**config.mk**
```make
export PLATFORM = sky130hd
export DESIGN_NAME = dmem_port_arbiter
export DESIGN_NICKNAME = d
export VERILOG_FILES = /design/src/rtl/dmem_arb_pkg.sv /design/src/rtl/dmem_arb_pick.sv /design/src/rtl/dmem_port_arbiter.sv
export SDC_FILE = /design/constraint.sdc
export NUM_CORES = 1
export LEC_CHECK = 0
export BUFFER_PORTS_ARGS = -buffer_cell sky130_fd_sc_hd__buf_2
export CORE_AREA = 4 4 141 143
export DETAILED_ROUTE_END_ITERATION = 16
export DIE_AREA = 0 0 145 147
export PLACE_DENSITY = 0.62
export SYNTH_ARGS = -nofsm -noshare
export SYNTH_HDL_FRONTEND = slang
export SYNTH_SLANG_ARGS = --single-unit
```
**constraint.sdc**
```tcl
create_clock -name clock -period 2.7 [get_ports clock]
set_clock_uncertainty 0.2 [all_clocks]
set_input_delay 0.54 -clock clock [delete_from_list [all_inputs] [get_ports clock]]
set_output_delay 0.54 -clock clock [all_outputs]
set_load 0.01 [all_outputs]
```
**src/rtl/dmem_arb_pkg.sv**
```systemverilog
`default_nettype none
// ============================================================================
// Package  : dmem_arb_pkg
// Desc     : Shared encodings and default limits for the data-memory arbiter.
// Revision : 1.0
// ============================================================================
package dmem_arb_pkg;

    typedef enum logic [1:0] {
        ST_IDLE   = 2'd0,
        ST_CPU_RD = 2'd1,
        ST_DMA_RD = 2'd2
    } arb_state_t;

    typedef enum logic [1:0] {
        WIN_NONE = 2'd0,
        WIN_CPU  = 2'd1,
        WIN_DMA  = 2'd2
    } win_t;

    localparam int STARVE_LIMIT_DEF  = 8;
    localparam int DMA_BURST_MAX_DEF = 4;

endpackage
`default_nettype wire

```
**src/rtl/dmem_arb_pick.sv**
```systemverilog
`default_nettype none
// ============================================================================
// Module   : dmem_arb_pick
// Desc     : Combinational winner selection: CPU first, unless a starved DMA
//            must be forced a slot; DMA bursts capped while the CPU waits.
// Revision : 1.0
// ============================================================================
module dmem_arb_pick
    import dmem_arb_pkg::*;
#(
    parameter int STARVE_LIMIT  = STARVE_LIMIT_DEF,
    parameter int DMA_BURST_MAX = DMA_BURST_MAX_DEF,
    parameter int STARVE_W      = $clog2(STARVE_LIMIT + 1),
    parameter int BURST_W       = $clog2(DMA_BURST_MAX + 1)
) (
    input  logic                cpu_req,
    input  logic                dma_req,
    input  logic [STARVE_W-1:0] starve_cnt,
    input  logic [BURST_W-1:0]  burst_cnt,
    output win_t                winner
);

    localparam logic [STARVE_W-1:0] C_STARVE_MAX = STARVE_W'(STARVE_LIMIT);
    localparam logic [BURST_W-1:0]  C_BURST_MAX  = BURST_W'(DMA_BURST_MAX);

    logic w_dma_forced;
    logic w_burst_ok;

    assign w_dma_forced = dma_req && (starve_cnt == C_STARVE_MAX);
    assign w_burst_ok   = burst_cnt < C_BURST_MAX;

    always_comb begin
        winner = WIN_NONE;
        if (cpu_req && !w_dma_forced) begin
            winner = WIN_CPU;
        end else if (dma_req && w_burst_ok) begin
            winner = WIN_DMA;
        end else if (dma_req && !cpu_req) begin
            winner = WIN_DMA;
        end
    end

endmodule
`default_nettype wire

```
**src/rtl/dmem_port_arbiter.sv**
```systemverilog
`default_nettype none
// ============================================================================
// Module   : dmem_port_arbiter
// Desc     : Shares the single data_memory port between the CPU load/store
//            path and a DMA/debug loader. Define ARB_PERF_CNT_EN to enable
//            the stall-cycle and DMA-transfer performance counters.
// Revision : 1.0
// ============================================================================
module dmem_port_arbiter
    import dmem_arb_pkg::*;
#(
    parameter int ADDR_W        = 32,
    parameter int DATA_W        = 32,
    parameter int STARVE_LIMIT  = STARVE_LIMIT_DEF,
    parameter int DMA_BURST_MAX = DMA_BURST_MAX_DEF
) (
    input  logic              clock,
    input  logic              reset,
    input  logic              cpu_req,
    input  logic              cpu_we,
    input  logic [1:0]        cpu_size,
    input  logic [ADDR_W-1:0] cpu_addr,
    input  logic [DATA_W-1:0] cpu_wdata,
    output logic [DATA_W-1:0] cpu_rdata,
    output logic              cpu_rvalid,
    output logic              cpu_stall,
    input  logic              dma_req,
    input  logic              dma_we,
    input  logic [1:0]        dma_size,
    input  logic [ADDR_W-1:0] dma_addr,
    input  logic [DATA_W-1:0] dma_wdata,
    output logic              dma_gnt,
    output logic [DATA_W-1:0] dma_rdata,
    output logic              dma_rvalid,
    output logic [ADDR_W-1:0] mem_addr,
    output logic [DATA_W-1:0] mem_wdata,
    output logic [1:0]        mem_size,
    output logic              mem_re,
    output logic              mem_we,
    input  logic [DATA_W-1:0] mem_rdata,
    output logic [31:0]       perf_cpu_stall,
    output logic [31:0]       perf_dma_xfers
);

    localparam int STARVE_W = $clog2(STARVE_LIMIT + 1);
    localparam int BURST_W  = $clog2(DMA_BURST_MAX + 1);
    localparam logic [STARVE_W-1:0] C_STARVE_MAX = STARVE_W'(STARVE_LIMIT);
    localparam logic [BURST_W-1:0]  C_BURST_MAX  = BURST_W'(DMA_BURST_MAX);

    arb_state_t          r_state;
    arb_state_t          w_state_nxt;
    win_t                w_winner;
    logic [STARVE_W-1:0] r_starve_cnt;
    logic [BURST_W-1:0]  r_burst_cnt;
    logic [DATA_W-1:0]   r_cpu_rdata;
    logic [DATA_W-1:0]   r_dma_rdata;
    logic                w_cpu_grant;

    dmem_arb_pick #(
        .STARVE_LIMIT  (STARVE_LIMIT),
        .DMA_BURST_MAX (DMA_BURST_MAX),
        .STARVE_W      (STARVE_W),
        .BURST_W       (BURST_W)
    ) u_pick (
        .cpu_req    (cpu_req),
        .dma_req    (dma_req),
        .starve_cnt (r_starve_cnt),
        .burst_cnt  (r_burst_cnt),
        .winner     (w_winner)
    );

    assign w_cpu_grant = (r_state == ST_IDLE) && (w_winner == WIN_CPU);

    always_ff @(posedge clock) begin
        if (!reset) begin
            r_state <= ST_IDLE;
        end else begin
            r_state <= w_state_nxt;
        end
    end

    // Outputs are all held at zero while reset is asserted, including the
    // read-data holding registers and the stall.
    always_comb begin
        w_state_nxt = ST_IDLE;
        cpu_rdata   = '0;
        cpu_rvalid  = 1'b0;
        cpu_stall   = 1'b0;
        dma_gnt     = 1'b0;
        dma_rdata   = '0;
        dma_rvalid  = 1'b0;
        mem_addr    = '0;
        mem_wdata   = '0;
        mem_size    = 2'd0;
        mem_re      = 1'b0;
        mem_we      = 1'b0;
        if (reset) begin
            cpu_rdata = r_cpu_rdata;
            dma_rdata = r_dma_rdata;
            case (r_state)
                ST_IDLE: begin
                    cpu_stall = cpu_req;
                    if (w_winner == WIN_CPU) begin
                        mem_addr  = cpu_addr;
                        mem_wdata = cpu_wdata;
                        mem_size  = cpu_size;
                        mem_we    = cpu_we;
                        mem_re    = ~cpu_we;
                        cpu_stall = ~cpu_we;
                        if (!cpu_we) begin
                            w_state_nxt = ST_CPU_RD;
                        end
                    end else if (w_winner == WIN_DMA) begin
                        mem_addr  = dma_addr;
                        mem_wdata = dma_wdata;
                        mem_size  = dma_size;
                        mem_we    = dma_we;
                        mem_re    = ~dma_we;
                        dma_gnt   = 1'b1;
                        if (!dma_we) begin
                            w_state_nxt = ST_DMA_RD;
                        end
                    end
                end
                ST_CPU_RD: begin
                    cpu_rvalid = 1'b1;
                    cpu_rdata  = mem_rdata;
                end
                ST_DMA_RD: begin
                    dma_rvalid = 1'b1;
                    dma_rdata  = mem_rdata;
                    cpu_stall  = cpu_req;
                end
                default: begin
                    w_state_nxt = ST_IDLE;
                end
            endcase
        end
    end

    always_ff @(posedge clock) begin
        if (!reset) begin
            r_cpu_rdata <= '0;
            r_dma_rdata <= '0;
        end else begin
            if (cpu_rvalid) begin
                r_cpu_rdata <= mem_rdata;
            end
            if (dma_rvalid) begin
                r_dma_rdata <= mem_rdata;
            end
        end
    end

    // Starvation only accrues on IDLE cycles where the DMA actually lost.
    always_ff @(posedge clock) begin
        if (!reset) begin
            r_starve_cnt <= '0;
            r_burst_cnt  <= '0;
        end else begin
            if (dma_gnt || !dma_req) begin
                r_starve_cnt <= '0;
            end else if ((r_state == ST_IDLE) && (r_starve_cnt != C_STARVE_MAX)) begin
                r_starve_cnt <= r_starve_cnt + STARVE_W'(1);
            end

            if (!cpu_req || w_cpu_grant) begin
                r_burst_cnt <= '0;
            end else if (dma_gnt && (r_burst_cnt != C_BURST_MAX)) begin
                r_burst_cnt <= r_burst_cnt + BURST_W'(1);
            end
        end
    end

`ifdef ARB_PERF_CNT_EN
    logic [31:0] r_perf_stall;
    logic [31:0] r_perf_xfers;

    always_ff @(posedge clock) begin
        if (!reset) begin
            r_perf_stall <= 32'd0;
            r_perf_xfers <= 32'd0;
        end else begin
            if (cpu_stall) begin
                r_perf_stall <= r_perf_stall + 32'd1;
            end
            if (dma_gnt) begin
                r_perf_xfers <= r_perf_xfers + 32'd1;
            end
        end
    end

    assign perf_cpu_stall = reset ? r_perf_stall : 32'd0;
    assign perf_dma_xfers = reset ? r_perf_xfers : 32'd0;
`else
    assign perf_cpu_stall = 32'd0;
    assign perf_dma_xfers = 32'd0;
`endif

endmodule
`default_nettype wire
```
==> run summary <==
Run status: completed
Residual DRC count: 0
Xor and xnor area share after synthesis: 0%
Rows: 50
Layout Cells excl Fill: 1103
Critical path peak fanout: 17
Pwr/cell area: 438.1 nW/µm²
Synth unique cells: 38
Leak: 3.251 nW
Critical Path Start Type: flop
Total Routed Length: 23160 µm
Pins Over Slew Limit: 0
CTS tree: yes
Port Buf Inserts: 305
Clock power frac: 39.0%
DRT Pass-1 Iters: 4
GRT Total Usage: 20.56%
First-pass GRT wire length: 32560 µm
Dpl cells: 1072
Int Pwr: 2.105 mW
Hold Violations, Final: 0
CP required: 1.96 ns
Setup crit end kind: output port
CP Class: reg -> out
Syn Std Cell Area: 4609 µm²
Tmin final: 2.653 ns
Maxcap violations: 0
Register bit count reported by yosys: 73
Main combinational cell family by area after synthesis: compound AO/OA/AOI/OAI gates
Post-route ant nets: 0
Sink Count: 73
DR vias: 5166
Worst-path clk slew: 0.06 ns
Wirelength per Cell: 21.00 µm
I/O pin count: 370
Htree depth: 3
Post-Synthesis Cells: 564
Simple-Gate Fraction of Synth Area: 14.12%
Layout cells sized above 1: 41.82%
Warnings from Yosys: 0
Fmax: 0.3769 GHz
Area of the core: 18580 µm²
Grt total ovfl: 0
Clock buffer depth: 2
Layout area overhead: 45.60%
Antenna violations before repair: 8
Final nets: 1038
Syn Area/Cell: 8.173 µm²
GP Congestion: 0.9933
1st-iter DRT viols: 247
Die Span Y: 147 µm
Vias per cell: 4.684
Root buf cell: clkbuf_16
Clk Latency, worst-skew pair: 0.33 ns
Die footprint: 21320 µm²
Hold Crit Class: reg -> reg
Final Power: 2.940 mW
Largest net degree at the start of global routing: 131
Die Width: 145 µm
Initial Utilization: 24.81%
Setup-failing EPs final: 0
P_sw: 0.8347 mW
Arrival time worst endpoint: 1.91 ns
RSZ-0062 raised after global routing: true
Sequential power share: 37.8%
Multiplexer share of the synthesized area: 0.4343%
Comb pwr share: 23.2%
Detail Placement HPWL: 18460 µm
Peak supply drop: 0.3175 mV
Number of global-route vias before repair: 5016
Switching Fraction: 28.39%
TritonCTS Buffers: 9
Adder-Cell Fraction of Synth Area: 1.086%
Final period util: 98.27%
Post-synthesis sequential area ratio: 31.70%
Cts-stage hold buffer count: 0
Complex-gate fraction of the synthesized area: 36.89%
-- metal layers --
layer	GRT usage (%)	vias to the layer above	routed length (µm)
li1	-	2469	-
met5	0	-	49
met4	15.34	10	1831
met1	21.55	2384	8302
met3	7.773	58	2142
met2	33.76	245	10840
-- cells in the final DEF, fill, tap and decap left out, types with 3 or more instances in the layout --
master     synthesis  routed
a21oi_1            3       3
buf_4             65      15
dfxtp_2            0       4
conb_1             1      64
and2_1             3       3
clkbuf_16          0      10
a21boi_0         128     128
a211oi_1           4       4
a211o_1            3       3
buf_6              4       5
ha_1               4       3
o21ai_0            4       4
nand3_1            3       3
dfxtp_1           73      69
clkinv_2           0       3
a22o_1            67      67
inv_1              8       6
nand2_1          130     130
buf_2             11     303
buf_12             0       8
-- power groups by stage --
stage | Combinational (mW) | Sequential, mW | Clock [mW]
after floorplan | 0.372 | 1.13 | 0
after global placement | 0.631 | 1.14 | 0
after detailed placement | 0.632 | 1.14 | 0
after CTS | 0.690 | 1.11 | 1.19
after global routing | 0.734 | 1.11 | 1.24
final | 0.681 | 1.11 | 1.15
-- metrics by stage --
step / instance area, µm² / util (%) / setup slack (ns) / hold WS (ns) / TNS (ns)
final: 6711 / 36.12 / 0.04666 / 0.2640 / 0
after global routing: 6709 / 36.11 / -0.06204 / 0.2813 / -2.200
after CTS: 6743 / 36.29 / -0.06777 / 0.2670 / -1.786
after detailed placement: 6165 / 33.18 / 0.009039 / 0.2601 / 0
after global placement: 6165 / 33.18 / -0.01035 / 0.2525 / -0.01035
after floorplan: 4846 / - / 0.3960 / 0.2454 / 0
-- path summary, 6_finish.rpt --
kind	depth (start not counted)	startpoint	slack [ns]	endpoint
worst min register to register	2	r_cpu_rdata[31]	0.26	r_cpu_rdata[31]
worst max-delay path	8	r_starve_cnt[0]	0.05	mem_wdata[20]
worst min-delay path	2	r_cpu_rdata[31]	0.26	r_cpu_rdata[31]
worst max register to register	7	r_starve_cnt[0]	0.83	r_starve_cnt[2]
-- critical path: stages, from the launching register on --
cell and delay [ns]:
dfxtp_2 0.33, inv_2 0.05, ha_4 0.15, and4b_2 0.25
nor3_4 0.14, buf_4 0.18, clkbuf_16 0.19, a22o_1 0.15
buf_2 0.15
-- registers in the layout, indices dropped and copies added, names as in the netlist --
signal / flops
r_cpu_rdata: 32
r_burst_cnt: 3
r_state: 2
r_dma_rdata: 32
r_starve_cnt: 4
-- cells by family after synthesis --
| kind of cell | after synthesis |
|---|---|
| adder cells (fa/ha/maj) | 4 |
| AO/OA/AOI/OAI | 216 |
| buffers and inverters | 116 |
| other | 1 |
| multiplexers | 2 |
| AND/OR/NAND/NOR | 152 |
| flip-flops | 73 |
-- synthesized netlist by cell type --
library cell / instances / area [µm²]
and4b_1: 1 / 10.01
a21oi_2: 1 / 8.760
dfxtp_1: 73 / 1461
and3b_1: 1 / 8.760
a21boi_0: 128 / 960.9
a211o_1: 3 / 26.28
nand4b_1: 1 / 8.760
nor2b_1: 2 / 12.51
a21o_1: 2 / 15.01
nand2b_1: 2 / 12.51
or4_1: 1 / 7.510
o2111ai_1: 1 / 8.760
clkbuf_1: 27 / 101.4
nand4bb_1: 2 / 22.52
nor3_4: 1 / 16.27
buf_6: 4 / 45.04
buf_2: 11 / 55.05
or3_1: 1 / 6.260
or2_1: 1 / 6.260
nand2_1: 130 / 488.0
ha_1: 4 / 50.05
nor4_1: 1 / 6.260
a211oi_1: 4 / 30.03
buf_4: 65 / 488.0
conb_1: 1 / 3.750
a311oi_1: 1 / 8.760
a211oi_2: 1 / 12.51
a21oi_1: 3 / 15.01
o21ai_0: 4 / 20.02
mux2i_1: 2 / 20.02
nand3_1: 3 / 15.01
inv_1: 8 / 30.03
buf_1: 1 / 3.750
o21a_1: 1 / 7.510
nand3b_1: 1 / 7.510
a22o_1: 67 / 586.8
and2_1: 3 / 18.77
nor2_1: 1 / 3.750
-- timing repair --
item	in CTS	in global routing
setup endpoints to repair	68	71
gates cloned	5	1
pin swaps	31	6
setup buffers	11	2
resized for setup	19	3
-- final cells by class --
class                      count  area (µm²)
fill                        1971       11870
multi-input combinational    438        2716
timing repair buffer         334        1926
sequential                    73        1466
tap                          234       292.8
clock buffer                  11       232.7
clock inverter                 4       45.04
inverter                       8       30.03
antenna                        1       2.502
No activity file was read; power rests on OpenSTA's default activity.
